File: src/rtl/i2c_pkg.sv
// Shared I2C definitions: bus-side state encoding, bit-level constants and the
// own-address match used by both the target and the controller FSM.
package i2c_pkg;

    typedef enum logic [3:0] {
        IDLE,
        ADDR,
        ADDR_ACK,
        PTR,
        PTR_ACK,
        WR_DATA,
        WR_ACK,
        RD_DATA,
        RD_ACK,
        WAIT_STOP
    } i2c_state_t;

    localparam logic I2C_READ  = 1'b1;
    localparam logic I2C_WRITE = 1'b0;
    localparam logic ACK       = 1'b0;
    localparam logic NACK      = 1'b1;

    // General call (address 0) is never claimed, even if a target is misconfigured to 0.
    function automatic logic is_own_addr(input logic [7:0] addr_byte, input logic [6:0] target);
        return (addr_byte[7:1] == target) && (target != 7'd0);
    endfunction

endpackage

File: src/rtl/i2c_line_sync.sv
// Synchroniser plus single-flop edge detector for one asynchronous I2C line.
// Flops reset to 1 (idle bus level) so reset release never fakes an edge.
module i2c_line_sync #(
    parameter int SYNC_STAGES = 2
) (
    input  logic i_clk,
    input  logic i_rst_n,
    input  logic i_line,
    output logic level,
    output logic rise,
    output logic fall
);

    logic [SYNC_STAGES-1:0] sync_q;
    logic                   prev_q;

    always_ff @(posedge i_clk or negedge i_rst_n) begin
        if (!i_rst_n) begin
            sync_q <= '1;
            prev_q <= 1'b1;
        end else begin
            sync_q <= {sync_q[SYNC_STAGES-2:0], i_line};
            prev_q <= sync_q[SYNC_STAGES-1];
        end
    end

    assign level = sync_q[SYNC_STAGES-1];
    assign rise  = level & ~prev_q;
    assign fall  = ~level & prev_q;

endmodule

File: src/rtl/i2c_target_regs.sv
// I2C target front-end: own-address match, register pointer with auto-increment,
// byte writes out to a register file and byte reads back from it.
//
//   state     | meaning
//   IDLE      | bus free or not addressed, wait START
//   ADDR      | shift 7-bit address + R/W
//   ADDR_ACK  | drive address ACK for one SCL period
//   PTR       | shift register pointer byte
//   PTR_ACK   | drive pointer ACK
//   WR_DATA   | shift write byte
//   WR_ACK    | drive write-data ACK (write issued at its start)
//   RD_DATA   | drive read byte MSB first
//   RD_ACK    | SDA released, sample controller ACK/NACK
//   WAIT_STOP | NACKed read, ignore bus until START/STOP
module i2c_target_regs
    import i2c_pkg::*;
#(
    parameter int         DATA_DEPTH     = 8,
    parameter logic [6:0] TARGET_ADDR    = 7'd78,
    parameter int         REG_ADDR_WIDTH = 8,
    parameter int         SYNC_STAGES    = 2
) (
    input  logic                      i_clk,
    input  logic                      i_rst_n,
    input  logic                      i_scl,
    input  logic                      i_sda,
    output logic                      o_sda_oe,
    output logic                      o_wr_valid,
    output logic [REG_ADDR_WIDTH-1:0] o_wr_addr,
    output logic [DATA_DEPTH-1:0]     o_wr_data,
    output logic [REG_ADDR_WIDTH-1:0] o_rd_addr,
    input  logic [DATA_DEPTH-1:0]     i_rd_data,
    output logic                      o_rd_strobe,
    output logic                      o_busy
);

    if (DATA_DEPTH != 8) begin : g_bad_data_depth
        $error("i2c_target_regs: DATA_DEPTH must be 8");
    end
    if (SYNC_STAGES < 2) begin : g_bad_sync_stages
        $error("i2c_target_regs: SYNC_STAGES must be at least 2");
    end

    logic scl_lvl, scl_rise, scl_fall;
    logic sda_lvl, sda_rise, sda_fall;

    i2c_line_sync #(.SYNC_STAGES(SYNC_STAGES)) u_scl_sync (
        .i_clk   (i_clk),
        .i_rst_n (i_rst_n),
        .i_line  (i_scl),
        .level   (scl_lvl),
        .rise    (scl_rise),
        .fall    (scl_fall)
    );

    i2c_line_sync #(.SYNC_STAGES(SYNC_STAGES)) u_sda_sync (
        .i_clk   (i_clk),
        .i_rst_n (i_rst_n),
        .i_line  (i_sda),
        .level   (sda_lvl),
        .rise    (sda_rise),
        .fall    (sda_fall)
    );

    logic bus_start, bus_stop;
    assign bus_start = sda_fall & scl_lvl;
    assign bus_stop  = sda_rise & scl_lvl;

    i2c_state_t                state, state_nxt;
    logic [DATA_DEPTH-1:0]     shreg, shreg_nxt;
    logic [2:0]                bit_cnt, bit_cnt_nxt;
    logic                      byte_full, byte_full_nxt;
    logic                      rw, rw_nxt;
    logic [REG_ADDR_WIDTH-1:0] ptr, ptr_nxt;
    logic                      sda_oe, sda_oe_nxt;
    logic                      busy, busy_nxt;
    logic                      wr_valid, wr_valid_nxt;
    logic [REG_ADDR_WIDTH-1:0] wr_addr, wr_addr_nxt;
    logic [DATA_DEPTH-1:0]     wr_data, wr_data_nxt;
    logic                      rd_strobe, rd_strobe_nxt;

    always_ff @(posedge i_clk or negedge i_rst_n) begin
        if (!i_rst_n) begin
            state     <= IDLE;
            shreg     <= '0;
            bit_cnt   <= '0;
            byte_full <= 1'b0;
            rw        <= I2C_WRITE;
            ptr       <= '0;
            sda_oe    <= 1'b0;
            busy      <= 1'b0;
            wr_valid  <= 1'b0;
            wr_addr   <= '0;
            wr_data   <= '0;
            rd_strobe <= 1'b0;
        end else begin
            state     <= state_nxt;
            shreg     <= shreg_nxt;
            bit_cnt   <= bit_cnt_nxt;
            byte_full <= byte_full_nxt;
            rw        <= rw_nxt;
            ptr       <= ptr_nxt;
            sda_oe    <= sda_oe_nxt;
            busy      <= busy_nxt;
            wr_valid  <= wr_valid_nxt;
            wr_addr   <= wr_addr_nxt;
            wr_data   <= wr_data_nxt;
            rd_strobe <= rd_strobe_nxt;
        end
    end

    // byte_full marks "8 bits shifted, waiting for the SCL fall that opens the ACK slot";
    // in RD_ACK it marks "controller ACKed, load the next byte on the coming fall".
    always_comb begin
        state_nxt     = state;
        shreg_nxt     = shreg;
        bit_cnt_nxt   = bit_cnt;
        byte_full_nxt = byte_full;
        rw_nxt        = rw;
        ptr_nxt       = ptr;
        sda_oe_nxt    = sda_oe;
        busy_nxt      = busy;
        wr_valid_nxt  = 1'b0;
        wr_addr_nxt   = wr_addr;
        wr_data_nxt   = wr_data;
        rd_strobe_nxt = 1'b0;

        if (bus_stop) begin
            state_nxt     = IDLE;
            sda_oe_nxt    = 1'b0;
            busy_nxt      = 1'b0;
            byte_full_nxt = 1'b0;
            bit_cnt_nxt   = '0;
        end else if (bus_start) begin
            state_nxt     = ADDR;
            sda_oe_nxt    = 1'b0;
            byte_full_nxt = 1'b0;
            bit_cnt_nxt   = '0;
        end else begin
            case (state)
                ADDR, PTR, WR_DATA: begin
                    if (scl_rise && !byte_full) begin
                        shreg_nxt     = {shreg[DATA_DEPTH-2:0], sda_lvl};
                        bit_cnt_nxt   = bit_cnt + 3'd1;
                        byte_full_nxt = (bit_cnt == 3'd7);
                    end else if (scl_fall && byte_full) begin
                        byte_full_nxt = 1'b0;
                        bit_cnt_nxt   = '0;
                        if (state == ADDR) begin
                            if (is_own_addr(shreg, TARGET_ADDR)) begin
                                state_nxt  = ADDR_ACK;
                                sda_oe_nxt = 1'b1;
                                busy_nxt   = 1'b1;
                                rw_nxt     = shreg[0];
                            end else begin
                                state_nxt = IDLE;
                                busy_nxt  = 1'b0;
                            end
                        end else if (state == PTR) begin
                            ptr_nxt    = REG_ADDR_WIDTH'(shreg);
                            state_nxt  = PTR_ACK;
                            sda_oe_nxt = 1'b1;
                        end else begin
                            wr_valid_nxt = 1'b1;
                            wr_addr_nxt  = ptr;
                            wr_data_nxt  = shreg;
                            ptr_nxt      = ptr + REG_ADDR_WIDTH'(1);
                            state_nxt    = WR_ACK;
                            sda_oe_nxt   = 1'b1;
                        end
                    end
                end
                ADDR_ACK, PTR_ACK, WR_ACK: begin
                    if (scl_fall) begin
                        sda_oe_nxt  = 1'b0;
                        bit_cnt_nxt = '0;
                        if (state == ADDR_ACK && rw == I2C_READ) begin
                            shreg_nxt     = i_rd_data;
                            rd_strobe_nxt = 1'b1;
                            sda_oe_nxt    = ~i_rd_data[DATA_DEPTH-1];
                            state_nxt     = RD_DATA;
                        end else if (state == ADDR_ACK) begin
                            state_nxt = PTR;
                        end else begin
                            state_nxt = WR_DATA;
                        end
                    end
                end
                RD_DATA: begin
                    if (scl_fall) begin
                        if (bit_cnt == 3'd7) begin
                            sda_oe_nxt  = 1'b0;
                            bit_cnt_nxt = '0;
                            state_nxt   = RD_ACK;
                        end else begin
                            shreg_nxt   = {shreg[DATA_DEPTH-2:0], 1'b0};
                            sda_oe_nxt  = ~shreg[DATA_DEPTH-2];
                            bit_cnt_nxt = bit_cnt + 3'd1;
                        end
                    end
                end
                RD_ACK: begin
                    if (scl_rise && !byte_full) begin
                        ptr_nxt = ptr + REG_ADDR_WIDTH'(1);
                        if (sda_lvl == NACK) begin
                            state_nxt = WAIT_STOP;
                        end else begin
                            byte_full_nxt = 1'b1;
                        end
                    end else if (scl_fall && byte_full) begin
                        byte_full_nxt = 1'b0;
                        shreg_nxt     = i_rd_data;
                        rd_strobe_nxt = 1'b1;
                        sda_oe_nxt    = ~i_rd_data[DATA_DEPTH-1];
                        bit_cnt_nxt   = '0;
                        state_nxt     = RD_DATA;
                    end
                end
                default: ;
            endcase
        end
    end

    assign o_sda_oe    = sda_oe;
    assign o_wr_valid  = wr_valid;
    assign o_wr_addr   = wr_addr;
    assign o_wr_data   = wr_data;
    assign o_rd_addr   = ptr;
    assign o_rd_strobe = rd_strobe;
    assign o_busy      = busy;

endmodule

File: config.mk
export PLATFORM = sky130hd
export DESIGN_NAME = i2c_target_regs
export DESIGN_NICKNAME = d
export VERILOG_FILES = /design/src/rtl/i2c_pkg.sv /design/src/rtl/i2c_line_sync.sv /design/src/rtl/i2c_target_regs.sv
export SDC_FILE = /design/constraint.sdc
export NUM_CORES = 1
export LEC_CHECK = 0
export ABC_AREA = 1
export BUFFER_PORTS_ARGS = -buffer_cell sky130_fd_sc_hd__buf_4
export CORE_ASPECT_RATIO = 2
export CORE_MARGIN = 1
export CORE_UTILIZATION = 35
export CTS_CLUSTER_SIZE = 25
export DETAILED_ROUTE_END_ITERATION = 8
export MAX_ROUTING_LAYER = met4
export SETUP_SLACK_MARGIN = 0.4
export SLEW_MARGIN = 40
export SYNTH_ARGS = -nofsm -noshare
export SYNTH_HDL_FRONTEND = slang
export SYNTH_SLANG_ARGS = --single-unit
File: constraint.sdc
create_clock -name i_clk -period 2.9 [get_ports i_clk]
set_input_delay 0.29 -clock i_clk [delete_from_list [all_inputs] [get_ports i_clk]]
set_output_delay 0.29 -clock i_clk [all_outputs]
set_load 0.02 [all_outputs]
# ---- Word-level counts from Yosys, hierarchy flattened
# Cells that the tools add are included.
dict set report classes {
  addsub 2
  eq_ne 34
  mux 80
  bitwise_logic 17
  reduce_logical 22
}
# op n
set op_table {}
lappend op_table {{8-bit two-way mux} 12}
lappend op_table {{4-bit two-way mux} 11}
lappend op_table {{1-bit two-way mux} 38}
lappend op_table {{8-bit case mux with 4 select lines} 1}
lappend op_table {{3-bit two-way mux} 10}
lappend op_table {{4-bit != test, second input constant} 7}
lappend op_table {{2-bit != test, second input constant} 12}
lappend op_table {{7-bit AND reduction} 3}
lappend op_table {{4-bit by 3-bit equality test with 1-bit output, second input constant} 4}
lappend op_table {{4-bit case mux with 4 select lines} 1}
lappend op_table {{8-bit case mux with 2 select lines} 1}
lappend op_table {{8-bit AND reduction} 2}
lappend op_table {{5-bit != test, second input constant} 3}
lappend op_table {{3-bit case mux with 4 select lines} 1}
lappend op_table {{1-bit NOT} 11}
lappend op_table {{10-bit AND reduction} 1}
lappend op_table {{8-bit by 1-bit adder with 8-bit output, second input constant} 1}
lappend op_table {{4-bit by 2-bit equality test with 1-bit output, second input constant} 2}
lappend op_table {{2-bit nonzero test} 4}
lappend op_table {{4-bit nonzero test} 2}
lappend op_table {{7-bit equality test, second input constant} 1}
lappend op_table {{1-bit AND} 6}
lappend op_table {{6-bit nonzero test} 1}
lappend op_table {{3-bit OR reduction} 2}
lappend op_table {{other kinds (14)} 18}
dict set report word_totals {
  register_bits 51
  inputBits 12
  out_inout_bits 28
}

# ---- Logic depth before layout (Yosys ltp)
# Gate-level depths: netlist of run 1.
dict set report logic_depth {
  ltp_word 8
  ltp_mapped 11
  mapped_depth_nobuf 10
}

# ---- Modules after synthesis
# From an unflattened synthesis of run 1, not the netlist that was laid out.
dict set report unflattened {
  cells_unflattened 385
  area_unflattened_um2 2851.5
}
# mod n_inst cells_per_inst area_each_um2 seq_area_each_um2
set modules_own_cells {}
lappend modules_own_cells {i2c_target_regs 1 371 2663.8 1126.1}
lappend modules_own_cells {i2c_line_sync 2 7 93.8 78.8}

# ---- Least setup slack after synthesis of run 1
# Ideal clock, no wire load.
dict set report synth_path {
  path_kind {flip-flop to flip-flop}
  from {reg u_scl_sync.prev_q}
  to {reg shreg[0]}
  t_arrival_ps 1445
  setup_slack_ps 1339
  path_stages_with_launch 9
  period_less_slack_ps 1561
  path_cell_list {dfstp_2 -> nand3b_1 -> inv_1 -> nand2_1 -> o21ai_1 -> nor2_4 -> nand2_2 -> nand2_1 -> nand2_1}
}
dict set report synth_via {
  elab_chain_len 5
  elab_cells_between_ends 11
}
# element line_no
set synth_rtl {}
lappend synth_rtl {{start: declaration} i2c_line_sync.sv:15} ;# logic prev_q;
lappend synth_rtl {{start signal: assignment} i2c_line_sync.sv:23} ;# prev_q <= sync_q[SYNC_STAGES-1];
lappend synth_rtl {{1-bit NOT} i2c_line_sync.sv:28} ;# assign rise = level & ~prev_q;
lappend synth_rtl {{1-bit AND} i2c_line_sync.sv:28}
lappend synth_rtl {{1-bit logical AND} {i2c_target_regs.sv:142, i2c_target_regs.sv:203}}
lappend synth_rtl {{2-bit != test (no line)} -}
lappend synth_rtl {{10-bit AND reduction (no line) *} -}
lappend synth_rtl {{end signal: assignment} i2c_target_regs.sv:98} ;# shreg <= shreg_nxt;
lappend synth_rtl {{end: declaration} i2c_target_regs.sv:70} ;# logic [DATA_DEPTH-1:0] shreg, shreg_nxt;
# Every way passes the cells marked *; elsewhere a longest branch is shown, timed or not.
# A chain may end at the register's enable or synchronous reset.

# ---- Worst setup path after layout of run 1
dict set report layout_path {
  from {reg u_scl_sync.prev_q}
  to {reg ptr[5], in the netlist o_rd_addr[5]}
}
dict set report layout_via {
  elab_chain_len 5
  elab_cells_between_ends 9
}
# element line_no
set layout_rtl {}
lappend layout_rtl {{1-bit NOT} i2c_line_sync.sv:28}
lappend layout_rtl {{1-bit AND} i2c_line_sync.sv:28}
lappend layout_rtl {{1-bit logical AND} {i2c_target_regs.sv:142, i2c_target_regs.sv:203}}
lappend layout_rtl {{2-bit != test (no line)} -}
lappend layout_rtl {{7-bit AND reduction (no line) *} -}
lappend layout_rtl {{end signal: assignment} i2c_target_regs.sv:102} ;# ptr <= ptr_nxt;
lappend layout_rtl {{end: declaration} i2c_target_regs.sv:74} ;# logic [REG_ADDR_WIDTH-1:0] ptr, ptr_nxt;
# Marks and branches as above.

==> results by stage, run 1 <==
Synth:
- The dominant register cell in the synthesized netlist is sky130_fd_sc_hd__dfrtp_1.
- The number of different library cells used by synthesis comes to 29.
- The proportion of synthesized flip-flops having asynchronous set or reset is 100.0%.
- Summed over its instances, the top area cell type makes up 41.74% of the synthesized netlist area.
- Counting every net in the synthesized netlist gives 378.
- The post-synthesis cell type with the largest combined area is sky130_fd_sc_hd__dfrtp_1.
- Yosys mapped a number of flops with a built-in enable equal to 0.
- The register bit count reported by yosys is 51.
- The number of instances in the synthesized netlist is 363.
- The sequential share of the synthesized area is a little under half.
- After synthesis, the most frequently instantiated cells are sky130_fd_sc_hd__nand2_1 (124), sky130_fd_sc_hd__nand3_1 (49), sky130_fd_sc_hd__dfrtp_1 (45).
- The number of synthesis warnings is 0.
- Averaged over all synthesized cells, the footprint is 7.431 µm².
- Sorting the synthesized cells by area gives the leading types as sky130_fd_sc_hd__dfrtp_1 (42%), sky130_fd_sc_hd__nand2_1 (17%), sky130_fd_sc_hd__nand3_1 (9.1%).
- The synthesized area is 2698 µm².
- The most common cell in the synthesized netlist is sky130_fd_sc_hd__nand2_1.

Worst setup path:
- The number of cells on the worst reg-to-reg path is 7.
- The signal on the critical path passes through nand3_1 > nand3_1 > nand3_1 > nor2_4 > nand2_1 > nand2_1 > o21ai_0.
- The kind of cell with the highest combined delay on the critical path is simple AND/OR/NAND/NOR gates.
- The largest fanout on the critical path is 14.
- The critical path contains buffers and inverters numbering 0 combined.
- Counting stages on the worst path, the most repeated cell is sky130_fd_sc_hd__nand3_1.
- The stage delay of the slowest cell on the critical path is roughly 0.54 ns.
- STA puts the critical path data required time at 3.07 ns.
- Among all stages on the critical path, the largest delay is contributed by sky130_fd_sc_hd__dfstp_2.
- The critical path is of the reg2reg type.
- The reg-to-reg setup timing slack is 0.98 ns.
- STA classifies the critical path startpoint as a flip-flop.
- The critical path arrival is 2.09 ns.
- The critical register-to-register path endpoint is o_rd_addr[5].
- The startpoint of the lowest-slack register-to-register path is u_scl_sync.prev_q.
- The endpoint type of the worst setup path is a flip-flop.

CTS:
- The later-pin clock latency in the skew report is 0.30 ns.
- The number of sinks driven by the clock tree is 51.
- The library cell used as clock root buffer is sky130_fd_sc_hd__clkbuf_16.
- The H-tree depth is 2.
- The number of buffers inserted to repair setup after CTS is 0.
- The clock transition at the registers of the reported paths is 0.07 ns.
- The number of gates resized after CTS was 0.
- The number of buffers added to fix hold violations after cts is 0.
- The clock passes through at most 2 buffers.
- The TritonCTS clock tree is yes.
- Counting the buffers created by CTS gives 5.

Placed design:
- The wire-length estimate of the detail-placed layout is 5680 µm.
- In this run the tool buffered the top-level ports with 39 buffer cells.
- The placer's final routability congestion estimate is 0.9551.

Pwr:
- In this run the static leakage power is 1.683 nW.
- Summed over all nets, the switching power comes to approximately 1.4 mW.
- The largest vdd supply drop is 0.3595 mV.
- The sum of internal, switching and leakage power is 3.043 mW.
- The net switching fraction of the power is 45.90%.
- The sequential share of power is 34.1%.
- The internal power consumption is 1.646 mW.
- In this run, the combinational gates consume 45.7% of the power.
- Of the total power, the clock network draws 20.2%.
- The power per cell area is between 900 and 1000 nW/µm².

Die:
- The initialized floorplan defines 45 standard-cell rows.
- For this design the top-level I/O count stands at 40.
- The die span in y is 126.2 µm.
- Measured along the x axis, the die boundary spans between 60 and 70 µm.
- The effective utilization at floorplan is 35.75%.
- The area of the core is 7545 µm².
- The floorplan die area is 8084 µm².

GRT:
- After global routing the overflow that remains totals 0.
- The number of global-route vias before repair came to between 2k and 2.5k.
- Across every metal layer, demand over resource in global routing totals 20.32%.
- The first-pass GRT wire length is 11,860 µm.
- The number of antenna violations at the first check in global routing is 0.
- Entering global routing, the biggest net connects 52 pins.

Min path:
- The worst hold-check path type is in2async.

Timing:
- For the finished layout, the period the worst path requires is 1.922 ns.
- The share of the clock period used by the worst path after layout is 66.27%.
- Setup violations remaining at the end of the flow were counted as 0.
- Setup repair after global routing left no endpoint under its margin.
- The number of endpoints with negative hold slack in the final report is 0.
- The count of pins over their slew limit was 0.
- Hold timing on the final database bottoms out at a slack of 0.009931 ns.
- Static timing analysis puts the maximum clock frequency at 520.3 MHz.
- The setup clock skew after layout is 0.006294 ns.
- At the pin with the least slew margin, the transition time is between 0.6 and 0.7 ns.
- For the final routed database, the setup TNS stands at 0 ns.
- The worst slew slack as a fraction of its limit is 57.25%.

Drt:
- The first TritonRoute pass finished after 5 iterations.
- The detailed router placed 2,503 vias in this run.
- The count of routing violations after the opening detailed-route iteration is between 150 and 200.
- The detail route stage leaves a number of antenna-violating nets equal to 0.
- After detailed routing, the number of vias per cell comes to 5.026.
- After detailed routing, the average wire length per cell comes to 14.64 µm.
- The detailed-route wire length is 7289 µm.
- After detailed routing, the number of remaining DRC violations is 0.

Final layout:
- In the final layout, the share of cells above drive strength 1 is 16.83%.
- The number of fill cells is 806.
- The number of inserted diodes is 0.
- The area added between synthesis and finish is 20.13%.
- The number of nets in the final layout is 418.

Outcome:
- The flow ran to the end, and the final reports show no timing, DRC or antenna violations.

Run:
- Max-cap violations in this run came to 0.
[final cells by class]
class                           instances  area (µm²)  share of cell area, %
Timing Repair Buffer                   41       307.8                  9.498
Clock inverter                          3       28.78                 0.8880
Tap cell                               94       117.6                  3.629
Inverter                               34       127.6                  3.938
Multi-Input combinational cell        270        1250                  38.57
Clock buffer                            5       125.1                  3.861
Sequential cell                        51        1284                  39.61
[layer usage]
layer / track usage, % / part of all wire (%) / vias up
met5: - / 0 / -
met4: 18.72 / 9.0 / 0
met3: 2.989 / 2.8 / 35
met2: 35.36 / 55 / 67
met1: 18.18 / 34 / 1146
li1: - / - / 1255
[state kept, by name, summed over array words and instances, names as in the netlist]
name               count
bit_cnt                3
u_sda_sync.prev_q      1
shreg                  8
o_busy                 1
o_wr_addr              8
byte_full              1
o_rd_addr              8
o_wr_data              8
o_sda_oe               1
o_wr_valid             1
rw                     1
u_sda_sync.sync_q      2
u_scl_sync.prev_q      1
o_rd_strobe            1
state                  4
u_scl_sync.sync_q      2
[placed cells by master, fill, tap and decap left out, types with 3 or more instances in the layout]
cell type	count
sky130_fd_sc_hd__nand3b_1	3
sky130_fd_sc_hd__dfrtp_1	45
sky130_fd_sc_hd__nor2_4	3
sky130_fd_sc_hd__clkbuf_16	5
sky130_fd_sc_hd__dfstp_2	6
sky130_fd_sc_hd__inv_2	3
sky130_fd_sc_hd__buf_4	41
sky130_fd_sc_hd__ha_1	3
sky130_fd_sc_hd__o21ai_0	40
sky130_fd_sc_hd__inv_1	31
sky130_fd_sc_hd__nand3_1	49
sky130_fd_sc_hd__nand2_1	124
sky130_fd_sc_hd__nor2_1	23
sky130_fd_sc_hd__o211ai_1	3
sky130_fd_sc_hd__a21oi_1	4
sky130_fd_sc_hd__nand2_2	3
[cell families (layout without fill, tap and decap cells)]
logic type,Yosys count,in the layout,synth area share [%]
AO/OA/AOI/OAI,54,54,10.76
adder cells (fa/ha/maj),3,3,1.392
flip-flops,51,51,47.59
AND/OR/NAND/NOR,212,212,33.86
XOR/XNOR,1,1,0.3247
buffers and inverters,42,83,6.076
[how the worst max path moves through the flow]
stage	startpoint	end	slack [ns]	cells past startpoint
floorplan	u_scl_sync.prev_q	shreg[0]	1.34	8
global placement	u_scl_sync.prev_q	o_rd_addr[5]	1.00	7
detailed placement	u_scl_sync.sync_q[1]	o_wr_data[1]	0.97	6
CTS	u_scl_sync.sync_q[1]	o_wr_data[1]	0.95	7
global route	u_scl_sync.prev_q	o_rd_addr[5]	0.73	7
finish	u_scl_sync.prev_q	o_rd_addr[5]	0.98	7
[worst reg2reg max path, cell delays in order, from the launching register on]
cell	delay [ns]
sky130_fd_sc_hd__dfstp_2	0.54
sky130_fd_sc_hd__nand3_1	0.31
sky130_fd_sc_hd__nand3_1	0.25
sky130_fd_sc_hd__nand3_1	0.16
sky130_fd_sc_hd__nor2_4	0.29
sky130_fd_sc_hd__nand2_1	0.12
sky130_fd_sc_hd__nand2_1	0.07
sky130_fd_sc_hd__o21ai_0	0.08
[metrics by stage]
step / util (%) / instance area (µm²) / setup WS [ns] / cells
finish: 42.95 / 3241 / 0.9781 / 498
global route: 42.95 / 3241 / 0.7348 / 498
CTS: 42.95 / 3241 / 0.9486 / 498
detailed placement: 40.91 / 3087 / 0.9663 / 490
global placement: 40.91 / 3087 / 1.005 / 490
floorplan: - / 2698 / 1.339 / 363
[power groups by stage]
| stage | combinational, mW | sequential (mW) | clock, mW |
|---|---|---|---|
| after detailed placement | 1.39 | 1.05 | 0 |
| after CTS | 1.39 | 1.04 | 0.638 |
| after floorplan | 0.932 | 1.07 | 0 |
| final | 1.39 | 1.04 | 0.615 |
| after global routing | 1.58 | 1.06 | 0.660 |
| after global placement | 1.38 | 1.05 | 0 |
Power figures use the tool's default switching activity.
==> inputs of run 2 (changes only) <==
==> constraint.sdc (replaced) <==
create_clock -name i_clk -period 1.78 [get_ports i_clk]
set_input_delay 0.178 -clock i_clk [delete_from_list [all_inputs] [get_ports i_clk]]
set_output_delay 0.178 -clock i_clk [all_outputs]
set_load 0.02 [all_outputs]
==> run 2 against run 1 <==
  * Combinational power is 130% higher
  * Final cell count up 9.6%
  * Sequential power increased by 66%
  * Die area is the same
  * Core utilization grew 9.6 points
  * Critical path type unchanged
==> results by stage, run 2 (synthesized netlist as in run 1, its figures left out) <==
Worst setup path:
- The stage delay of the slowest cell on the critical path is 0.50 ns (-0.04 ns).
- The critical path's slowest cell is sky130_fd_sc_hd__dfrtp_2.
- The data required time at the worst endpoint is 2.01 ns (-1.06 ns).
- The depth of the critical timing path with buffers and inverters included is 7 (unchanged).
- The worst setup path is captured at a flip-flop.
- The largest fanout on the critical path is 6 (-8).
- The reg-to-reg setup timing slack came to 0.13 ns (-0.84 ns).
- The kind of cell with the highest combined delay along the critical path is simple AND/OR/NAND/NOR gates.
- The critical path arrival was 1.87 ns (-0.22 ns).
- Walking the worst path, the cells encountered are buf_6 > nand2_2 > nor2_4 > nand2_2 > a31oi_1 > nand2_1 > nand2_1.
- The critical register-to-register path endpoint is state[2].
- The critical path in this run is classified as reg2reg.
- The cell depth of the worst flop-to-flop path was 7 (unchanged).
- The startpoint type of the worst setup path is a flip-flop.
- The critical path buffer and inverter count is 1 (+1).
- The startpoint of the lowest-slack register-to-register path is state[3].

CTS:
- The later-pin clock latency in the skew report is 0.29 ns (about the same).
- The number of sinks driven by the clock tree was 51 (unchanged).
- The library cell used as clock root buffer is sky130_fd_sc_hd__clkbuf_16.
- The H-tree depth is 2 (unchanged).
- The clock buffer count from CTS is 5 (unchanged).
- TritonCTS built the clock tree.
- The clock transition at the registers of the reported paths is 0.07 ns (about the same).
- The maximum buffer depth of the clock tree is 2 (unchanged).

GRT:
- The first-pass GRT wire length came to 13,140 µm (+11%).
- The number of global-route vias before repair is 2,776 (+12%).
- The global router's overall resource usage is 22.59% (+2.3 points).
- The final global-route overflow total came to 0 (unchanged).
- The number of antenna violations at the first check in global routing is 0 (unchanged).
- The pin count of the biggest net entering global routing was 52 (unchanged).

Min path:
- In this run the worst hold path is classified as in2reg.
- The path with the worst hold slack has its endpoint at shreg[2].
- The worst min-delay path startpoint is i_rd_data[2].
- The worst hold path passes through 5 cells.

Die:
- The die span in y came to 126.2 µm (unchanged).
- The chip width came to 64.08 µm (unchanged).
- The number of top-level pins is 40 (unchanged).
- The floorplan die area was 8084 µm² (unchanged).
- The area of the core is 7545 µm² (unchanged).
- The number of cell rows is 45 (unchanged).
- The effective utilization at floorplan is 35.75% (unchanged).

Timing:
- The worst slew slack as a fraction of its limit is 55.84% (-1.4 points).
- The count of pins over their slew limit came to 0 (unchanged).
- The time the final worst path needs with I/O delays and setup is 1.646 ns (-0.2762 ns).
- The least setup slack across all paths after layout is 0.1343 ns (-0.8438 ns).
- The number of endpoints failing setup at the final stage is 0 (unchanged).
- The maximum clock frequency is 607.7 MHz (+17%).
- The number of endpoints with negative hold slack in the final report is 0 (unchanged).
- Setup repair after global routing could not meet its margin everywhere.
- The setup clock skew after layout is 0.005443 ns (-0.0008505 ns).
- The final-layout setup total negative slack is 0 ns (unchanged).
- The transition time at the pin with the least slew margin was 0.6625 ns (+0.02120 ns).
- The share of the clock period used by the worst path after layout is 92.45% (+26 points).

Final layout:
- The proportion of layout cells with a drive suffix above 1 is 40.49% (+24 points).
- The number of fill cells is 725 (-10%).
- The post-route core utilization is 52.57% (+9.6 points).
- The area added between synthesis and finish is 47.03%.
- Leaving out fill and tap cells, the most frequent cell in the layout is sky130_fd_sc_hd__nand2_1.
- Leaving out fill and tap cells, the most frequent cells in the layout are sky130_fd_sc_hd__nand2_1 (101), sky130_fd_sc_hd__buf_4 (70), sky130_fd_sc_hd__dfrtp_1 (41).
- The number of inserted diodes was 0 (unchanged).
- The number of nets in the final layout was 466 (+11%).

Drt:
- The number of DRC violations after detailed routing is 0 (unchanged).
- The total iterations of the first detailed-routing run is 4 (-1).
- The count of routing violations after the opening detailed-route iteration is 171 (+10%).
- The routed wire length per instance is 15.40 µm (+5.2%).
- The detailed-route wire length is 8408 µm (+15%).
- The via count is 2,791 (+12%).
- The number of nets with antenna violations after routing came to 0 (unchanged).
- The vias per cell came to 5.112 (+1.7%).

Run:
- The max capacitance violation total came to 0 (unchanged).

Pwr:
- The power per cell area is 1524 nW/µm² (+62%).
- The total leakage power is 2.004 nW (+19%).
- The largest vdd supply drop is 0.6163 mV (+71%).
- The sum of internal, switching and leakage power is 6.044 mW (+99%).

Placed design:
- The worst setup timing slack at the placement stage came to 0.1035 ns (-0.8627 ns).
- The placer's final routability congestion estimate is 0.9203 (-3.6%).
- The number of buffer cells added on primary ports came to 39 (unchanged).
- The half-perimeter wire length after detailed placement is 5913 µm (+4.1%).

Outcome:
- The flow ran to the end, and the final reports show no timing, DRC or antenna violations.
run 2: worst max path at each step:
stage	from	to
after global placement	state[3]	o_sda_oe
after global routing	state[2]	shreg[1]
after detailed placement	u_sda_sync.sync_q[1]	o_rd_addr[4]
after floorplan	u_scl_sync.prev_q	shreg[7]
final	state[3]	state[2]
after CTS	u_scl_sync.sync_q[1]	state[3]
run 2: cell type report:
type                       instances  area (µm²)  area share, %
clock buffer                       5       125.1          3.155
clock inverter                     3       43.79          1.104
inverter                          34       135.1          3.407
multi-input combinational        270        1520          38.33
sequential                        51        1289          32.49
tap                               94       117.6          2.965
timing repair buffer              89       735.7          18.55
run 2: timing repair:
item                                    4_1_cts  5_1_grt
pin swaps                                    23       13
endpoints found under the hold margin        47        0
cloned                                        4        0
hold buffers                                  3        0
buffers inserted                             16        8
endpoints found under the setup margin       43       43
gates resized for setup                      84       33
run 2: worst reg2reg max path: stages, from the launching register on:
cell and delay, ns:
sky130_fd_sc_hd__dfrtp_2 0.50, sky130_fd_sc_hd__buf_6 0.13, sky130_fd_sc_hd__nand2_2 0.05, sky130_fd_sc_hd__nor2_4 0.23, sky130_fd_sc_hd__nand2_2 0.13, sky130_fd_sc_hd__a31oi_1 0.35
sky130_fd_sc_hd__nand2_1 0.11, sky130_fd_sc_hd__nand2_1 0.07
run 2: metrics by stage:
step	area, µm²	hold slack [ns]	std cells
floorplan	2731	-0.1176	363
global placement	3243	0.2548	507
detailed placement	3243	0.2565	507
finish	3966	0.2235	546
CTS	3796	0.2263	538
global route	3966	0.2448	546
run 2: layer usage:
layer	vias to the layer above	global-route usage (%)	part of all wire, %
li1	1367	-	-
met1	1311	18.86	33
met2	76	42.68	57
met3	37	2.989	2.8
met4	0	17.25	7.6
met5	-	-	0
run 2: report_power, final:
| part | switching [mW] | leakage, nW | internal, mW | total (mW) |
|---|---|---|---|---|
| clock network | 0.441 | 0.0838 | 0.664 | 1.10 |
| registers | 0.301 | 0.660 | 1.42 | 1.73 |
| logic | 1.93 | 1.26 | 1.28 | 3.21 |
